### src/rtl/fpga_serial_bus.sv
// -----------------------------------------------------------------------------
// fpga_serial_bus
//
// Shared single-wire bus transmitter for 16 stations. Each station offers a
// payload, a destination address and a check field; a rising edge on its bit
// of `mod` queues one frame. Queued stations are served lowest index first,
// one complete frame at a time, with one idle-1 guard bit between frames.
//
// Frame (77 bits, sent MSB first within each field):
//   start(0) | src[3:0] = station-1 | dst[3:0] | data[63:0] | crc[3:0]
//
// Ports:
//   clock            system clock, all logic on the rising edge
//   reset            synchronous, active-high
//   DataN            payload of station N (N = 1..16)
//   receiverAddrN    destination address carried in station N's frame
//   CRCN             check field carried verbatim in station N's frame
//   mod              request vector, bit N-1 belongs to station N
//   bus_show         registered serial line, idles at 1
// -----------------------------------------------------------------------------
module fpga_serial_bus #(
    parameter int NSTA      = 16,
    parameter int DW        = 64,
    parameter int FRAME_LEN = 77
) (
    input  logic            clock,
    input  logic            reset,
    input  logic [DW-1:0]   Data1,
    input  logic [DW-1:0]   Data2,
    input  logic [DW-1:0]   Data3,
    input  logic [DW-1:0]   Data4,
    input  logic [DW-1:0]   Data5,
    input  logic [DW-1:0]   Data6,
    input  logic [DW-1:0]   Data7,
    input  logic [DW-1:0]   Data8,
    input  logic [DW-1:0]   Data9,
    input  logic [DW-1:0]   Data10,
    input  logic [DW-1:0]   Data11,
    input  logic [DW-1:0]   Data12,
    input  logic [DW-1:0]   Data13,
    input  logic [DW-1:0]   Data14,
    input  logic [DW-1:0]   Data15,
    input  logic [DW-1:0]   Data16,
    input  logic [3:0]      receiverAddr1,
    input  logic [3:0]      receiverAddr2,
    input  logic [3:0]      receiverAddr3,
    input  logic [3:0]      receiverAddr4,
    input  logic [3:0]      receiverAddr5,
    input  logic [3:0]      receiverAddr6,
    input  logic [3:0]      receiverAddr7,
    input  logic [3:0]      receiverAddr8,
    input  logic [3:0]      receiverAddr9,
    input  logic [3:0]      receiverAddr10,
    input  logic [3:0]      receiverAddr11,
    input  logic [3:0]      receiverAddr12,
    input  logic [3:0]      receiverAddr13,
    input  logic [3:0]      receiverAddr14,
    input  logic [3:0]      receiverAddr15,
    input  logic [3:0]      receiverAddr16,
    input  logic [3:0]      CRC1,
    input  logic [3:0]      CRC2,
    input  logic [3:0]      CRC3,
    input  logic [3:0]      CRC4,
    input  logic [3:0]      CRC5,
    input  logic [3:0]      CRC6,
    input  logic [3:0]      CRC7,
    input  logic [3:0]      CRC8,
    input  logic [3:0]      CRC9,
    input  logic [3:0]      CRC10,
    input  logic [3:0]      CRC11,
    input  logic [3:0]      CRC12,
    input  logic [3:0]      CRC13,
    input  logic [3:0]      CRC14,
    input  logic [3:0]      CRC15,
    input  logic [3:0]      CRC16,
    input  logic [NSTA-1:0] mod,
    output logic            bus_show
);

    // Bits still to send after the start bit, and a counter wide enough for
    // the frame index.
    localparam int SW = FRAME_LEN - 1;
    localparam int CW = $clog2(FRAME_LEN);

    typedef enum logic [1:0] {
        ST_IDLE,
        ST_SEND,
        ST_GUARD
    } state_e;

    // Station inputs gathered into arrays so the granted station is a plain
    // index instead of a 16-way case statement.
    logic [DW-1:0] data_a [NSTA];
    logic [3:0]    addr_a [NSTA];
    logic [3:0]    crc_a  [NSTA];

    assign data_a[0]  = Data1;   assign addr_a[0]  = receiverAddr1;   assign crc_a[0]  = CRC1;
    assign data_a[1]  = Data2;   assign addr_a[1]  = receiverAddr2;   assign crc_a[1]  = CRC2;
    assign data_a[2]  = Data3;   assign addr_a[2]  = receiverAddr3;   assign crc_a[2]  = CRC3;
    assign data_a[3]  = Data4;   assign addr_a[3]  = receiverAddr4;   assign crc_a[3]  = CRC4;
    assign data_a[4]  = Data5;   assign addr_a[4]  = receiverAddr5;   assign crc_a[4]  = CRC5;
    assign data_a[5]  = Data6;   assign addr_a[5]  = receiverAddr6;   assign crc_a[5]  = CRC6;
    assign data_a[6]  = Data7;   assign addr_a[6]  = receiverAddr7;   assign crc_a[6]  = CRC7;
    assign data_a[7]  = Data8;   assign addr_a[7]  = receiverAddr8;   assign crc_a[7]  = CRC8;
    assign data_a[8]  = Data9;   assign addr_a[8]  = receiverAddr9;   assign crc_a[8]  = CRC9;
    assign data_a[9]  = Data10;  assign addr_a[9]  = receiverAddr10;  assign crc_a[9]  = CRC10;
    assign data_a[10] = Data11;  assign addr_a[10] = receiverAddr11;  assign crc_a[10] = CRC11;
    assign data_a[11] = Data12;  assign addr_a[11] = receiverAddr12;  assign crc_a[11] = CRC12;
    assign data_a[12] = Data13;  assign addr_a[12] = receiverAddr13;  assign crc_a[12] = CRC13;
    assign data_a[13] = Data14;  assign addr_a[13] = receiverAddr14;  assign crc_a[13] = CRC14;
    assign data_a[14] = Data15;  assign addr_a[14] = receiverAddr15;  assign crc_a[14] = CRC15;
    assign data_a[15] = Data16;  assign addr_a[15] = receiverAddr16;  assign crc_a[15] = CRC16;

    state_e          state_q;
    logic [NSTA-1:0] mod_prev_q;
    logic [NSTA-1:0] pending_q;
    logic [NSTA-1:0] pending_d;
    logic [SW-1:0]   shreg_q;
    logic [SW-1:0]   shreg_d;
    logic [CW-1:0]   cnt_q;
    logic            bus_q;

    logic            grant_valid;
    logic [3:0]      grant_idx;
    logic            grant_take;
    logic [NSTA-1:0] grant_mask;
    logic [NSTA-1:0] mod_rise;

    assign bus_show = bus_q;

    // mod_prev is cleared by reset, so a request already high when reset
    // releases is seen as a rise on the first active edge.
    assign mod_rise = mod & ~mod_prev_q;

    always_comb begin
        // NOTE: every signal assigned here gets a default first so no path
        // leaves it unassigned, which would otherwise infer a latch.
        grant_valid = 1'b0;
        grant_idx   = '0;
        // Scan from the top down so the lowest pending index is the last
        // one written and therefore wins.
        for (int i = NSTA - 1; i >= 0; i--) begin
            if (pending_q[i]) begin
                grant_valid = 1'b1;
                grant_idx   = i[3:0];
            end
        end

        grant_take = (state_q == ST_IDLE) && grant_valid;
        grant_mask = grant_take ? (NSTA'(1) << grant_idx) : '0;

        // Clear the granted bit, then OR in new rises so a rise landing on
        // the grant edge re-queues the station.
        pending_d  = (pending_q & ~grant_mask) | mod_rise;

        // Frame minus its start bit; the start bit goes straight to the line.
        shreg_d    = {grant_idx, addr_a[grant_idx], data_a[grant_idx], crc_a[grant_idx]};
    end

    // NOTE: state registers are written with non-blocking assignments so
    // every register samples the pre-edge value of every other register.
    always_ff @(posedge clock) begin
        if (reset) begin
            state_q    <= ST_IDLE;
            mod_prev_q <= '0;
            pending_q  <= '0;
            shreg_q    <= '0;
            cnt_q      <= '0;
            bus_q      <= 1'b1;
        end else begin
            mod_prev_q <= mod;
            pending_q  <= pending_d;

            case (state_q)
                ST_IDLE: begin
                    if (grant_take) begin
                        bus_q   <= 1'b0;
                        shreg_q <= shreg_d;
                        cnt_q   <= CW'(1);
                        state_q <= ST_SEND;
                    end else begin
                        bus_q   <= 1'b1;
                    end
                end

                ST_SEND: begin
                    // cnt_q is the index of the bit placed on the line here.
                    bus_q   <= shreg_q[SW-1];
                    shreg_q <= shreg_q << 1;
                    cnt_q   <= cnt_q + CW'(1);
                    if (cnt_q == CW'(FRAME_LEN - 1)) begin
                        state_q <= ST_GUARD;
                    end
                end

                ST_GUARD: begin
                    // One idle-1 bit; the next edge may already arbitrate.
                    bus_q   <= 1'b1;
                    cnt_q   <= '0;
                    state_q <= ST_IDLE;
                end

                default: begin
                    bus_q   <= 1'b1;
                    state_q <= ST_IDLE;
                end
            endcase
        end
    end

endmodule

### config.mk
export PLATFORM = sky130hd
export DESIGN_NAME = fpga_serial_bus
export DESIGN_NICKNAME = d
export VERILOG_FILES = /design/src/rtl/fpga_serial_bus.sv
export SDC_FILE = /design/constraint.sdc
export NUM_CORES = 1
export LEC_CHECK = 0
export CELL_PAD_IN_SITES_DETAIL_PLACEMENT = 2
export CELL_PAD_IN_SITES_GLOBAL_PLACEMENT = 2
export CORE_AREA = 2 2 458 460
export DETAILED_ROUTE_END_ITERATION = 6
export DIE_AREA = 0 0 460 462
export GPL_TIMING_DRIVEN = 0
export PLACE_DENSITY = 0.56
export SYNTH_ARGS = -nofsm -noshare
export SYNTH_HDL_FRONTEND = slang
export SYNTH_SLANG_ARGS = --single-unit
### constraint.sdc
create_clock -name clock -period 3.6 [get_ports clock]
set_clock_uncertainty 0.15 [all_clocks]
set_input_delay 0.72 -clock clock [delete_from_list [all_inputs] [get_ports clock]]
set_output_delay 0.72 -clock clock [all_outputs]
set_load 0.01 [all_outputs]
==> summary.md <==
| Metric | Value |
|---|---|
| Status | `finished with violations` |
| Failing checks | `setup timing` |
| CTS tree | `done` |
| Die area | `213000 µm²` |
| Crit Reg-Reg Endpoint | `shreg_q[71]$_SDFFE_PP0P_` |
| Synthesized net count | `3527` |
| Met1 usage | `0.274` |
| Tmin final | `3.62 ns` |
| Post-DP HPWL | `224000 µm` |
| Initial antenna violation count | `222` |
| Final Instance Area | `32800 µm²` |
| Hold Slack | `0.320 ns` |
| Final Power | `0.0150 W` |
| Crit path capture type | `register` |
| Worst relative slew slack | `0.313` |
| Die Y-Extent | `462 µm` |
| Yosys warning total | `0` |
| Pre-CTS WS | `-1.86 ns` |
| Unrepaired setup endpoints after global routing | `true` |
| GR Overflow Total | `0` |
| Vias/cell | `4.15` |
| Vias in the first global route | `27600` |
| Routed wire length | `260000 µm` |
| Grt peak-use layer | `met2` |
| Commonest non-fill, non-tap cell in the layout | `clkdlybuf4s50_1` |
| Startpoint Class | `register` |
| Min-delay worst type | `reg -> reg` |
| FF+latch count, synth | `118` |
| R2R cell count | `8` |
| Clock Root Buffer | `clkbuf_16` |
| CTS H-tree lvls | `4` |
| Crit path max fanout | `10` |
| Slew Viols, Final | `0` |
| Initial Utilization | `0.0736` |
| Library cells used by synthesis | `63` |
| Via count | `26400` |
| Most frequent cells in the layout | `1169 x clkdlybuf4s50_1, 525 x nand2_1, 173 x nand3_1` |
| Row cnt | `168` |
| Placed Area | `30600 µm²` |
| Hold path start | `shreg_q[30]$_SDFFE_PP0P_` |
| Power Density | `459 nW/µm²` |
| Reg clk slew, reported paths | `0.07 ns` |
| Register area share after synthesis | `0.154` |
| R2R Setup Slk | `-0.02 ns` |
| Worst endpoint required time | `3.92 ns` |
| Measured slew at the worst slew-check pin | `1.03 ns` |
| Mapped Area | `15300 µm²` |
| Critical path type | `reg -> reg` |
| Avg Cell Area, Syn | `6.52 µm²` |
| Area grow syn2layout | `114%` |
| Grt met3 use | `0.0754` |
| Ratio of cells with drive above 1 in the final layout | `0.114` |
| DRT iter0 DRCs | `1705` |
| RR Startpoint | `pending_q[7]$_SDFF_PP0_` |
| Period utilization | `1.00` |
| Post-synth EDFFs | `0` |
| Pin count of the biggest net entering global routing | `17` |
| DRC viols | `0` |
| GR Util All Layers | `0.235` |
| Die W | `460 µm` |
| Ys flop type | `dfxtp_1` |
| First-pass GRT wire length | `317000 µm` |
| Worst-case clock buffer depth | `2` |
| GR Util met2 | `0.409` |
| Max Cap Violations | `0` |
| Pleak | `11.4 nW` |
| DR pass1 iterations | `5` |
| Hold path depth | `2` |
| Hold_buf cts | `0` |
| Clk_lat worst skew | `0.53 ns` |
| Post-route ant nets | `0` |
| Max Fclk | `277 MHz` |
| PortBufs | `1169` |
| Syn Inst Count | `2351` |
| Number of CTS-inserted buffers | `17` |
| Final Hold Fails | `0` |
| Crit path arrival time | `3.93 ns` |
| Hold path endpoint | `shreg_q[30]$_SDFFE_PP0P_` |
| VDD IR-drop max | `410 µV` |
| Core area | `208000 µm²` |
| Sum Neg Setup Slack | `-0.0158 ns` |
| Final worst setup slack | `-0.0158 ns` |
| Async S/R FF share, synth | `0` |
| CTS sink count | `118` |
| Setup-failing EPs final | `1` |
| Wire length per cell | `40.9 µm` |
| Top Ports | `1171` |
| GP Congestion | `0.893` |
| Final nets | `4739` |
-- report_power, final --
| part | internal, W | switching, W |
|---|---|---|
| logic | 0.00341 | 0.00706 |
| clock network | 0.00121 | 0.000943 |
| registers | 0.00176 | 0.000650 |
-- worst max-delay path by stage --
stage | start | to | slack [ns] | depth (start not counted)
6_report | pending_q[7]$_SDFF_PP0_ | shreg_q[71]$_SDFFE_PP0P_ | -0.02 | 8
2_1_floorplan | pending_q[9]$_SDFF_PP0_ | shreg_q[1]$_SDFFE_PP0P_ | 0.99 | 8
3_3_place_gp | pending_q[15]$_SDFF_PP0_ | shreg_q[52]$_SDFFE_PP0P_ | -3.00 | 8
3_5_place_dp | pending_q[4]$_SDFF_PP0_ | shreg_q[49]$_SDFFE_PP0P_ | -1.86 | 9
4_1_cts | pending_q[0]$_SDFF_PP0_ | shreg_q[54]$_SDFFE_PP0P_ | -0.1 | 8
5_1_grt | pending_q[15]$_SDFF_PP0_ | shreg_q[16]$_SDFFE_PP0P_ | -0.02 | 10
-- synthesized netlist by cell type, types with 10 or more instances --
cell type,n,area [µm²]
mux2i_1,48,480
a31oi_1,62,388
mux2_2,60,676
buf_1,24,90.1
buf_4,10,75.1
a21o_1,40,300
o21ai_0,74,370
a211oi_1,72,541
nand3_1,177,886
nand2_1,527,1980
a21oi_1,106,531
clkbuf_1,173,649
o2111ai_1,29,254
and3_1,40,250
buf_2,48,240
a2111oi_0,26,228
inv_1,105,394
a221oi_1,71,622
nand2b_1,51,319
nor4_1,101,632
nand4b_1,66,578
a311oi_1,43,377
nor2_1,71,267
o221ai_1,71,622
nor2b_1,21,131
mux2_1,14,158
o311ai_1,39,342
dfxtp_1,118,2360
-- registers in the layout, summed over array words and instances (netlist names) --
| name | cells |
|---|---|
| pending_q | 16 |
| mod_prev_q | 16 |
| bus_show | 1 |
| shreg_q | 76 |
| cnt_q | 7 |
| state_q | 2 |
-- critical path: stages, from the launching register on --
cell,delay [ns]
dfxtp_1,0.35
nor4_1,0.63
nand2_1,0.24
a21oi_1,0.26
clkbuf_1,0.76
nand4b_1,0.37
a31oi_1,0.36
o221ai_4,0.26
nand3_1,0.16
-- stage by stage --
stage,utilization,instances
finish,0.158,6361
global placement,0.146,6240
detailed placement,0.147,6250
CTS,0.156,6291
global route,0.157,6323
floorplan,-,2351
-- area by class of cell --
cell class              instances  area [µm²]
fillers                     24500      175000
multi-input cells            1873       12300
repair buffers               1197       12100
well taps                    2720        3400
flip-flops and latches        118        2360
plain buffers                 251        1440
clock buffers                  20         467
inverters                     105         394
clock inverters                11         170
diodes                         66         165
-- per-layer routing --
| layer | wire length [µm] | vias up |
|---|---|---|
| li1 | - | 11400 |
| met1 | 105000 | 13200 |
| met2 | 126000 | 1362 |
| met3 | 20800 | 365 |
| met4 | 7710 | 110 |
| met5 | 673 | - |
-- repair_timing --
item | in CTS | in global routing
buffers inserted | 13 | 5
resized for setup | 296 | 79
pin swaps | 7 | 8
setup endpoints to repair | 84 | 58
-- cell families after synthesis --
family | share of synthesized area
adders and majority gates | 0.00490
AOI/OAI and AO/OA | 0.318
DFF | 0.154
and+or+nand+nor | 0.342
buffers and inverters | 0.0946
muxes | 0.0858
xor gates and xnor gates | 0.00114
(Power assumes the default switching activity.)
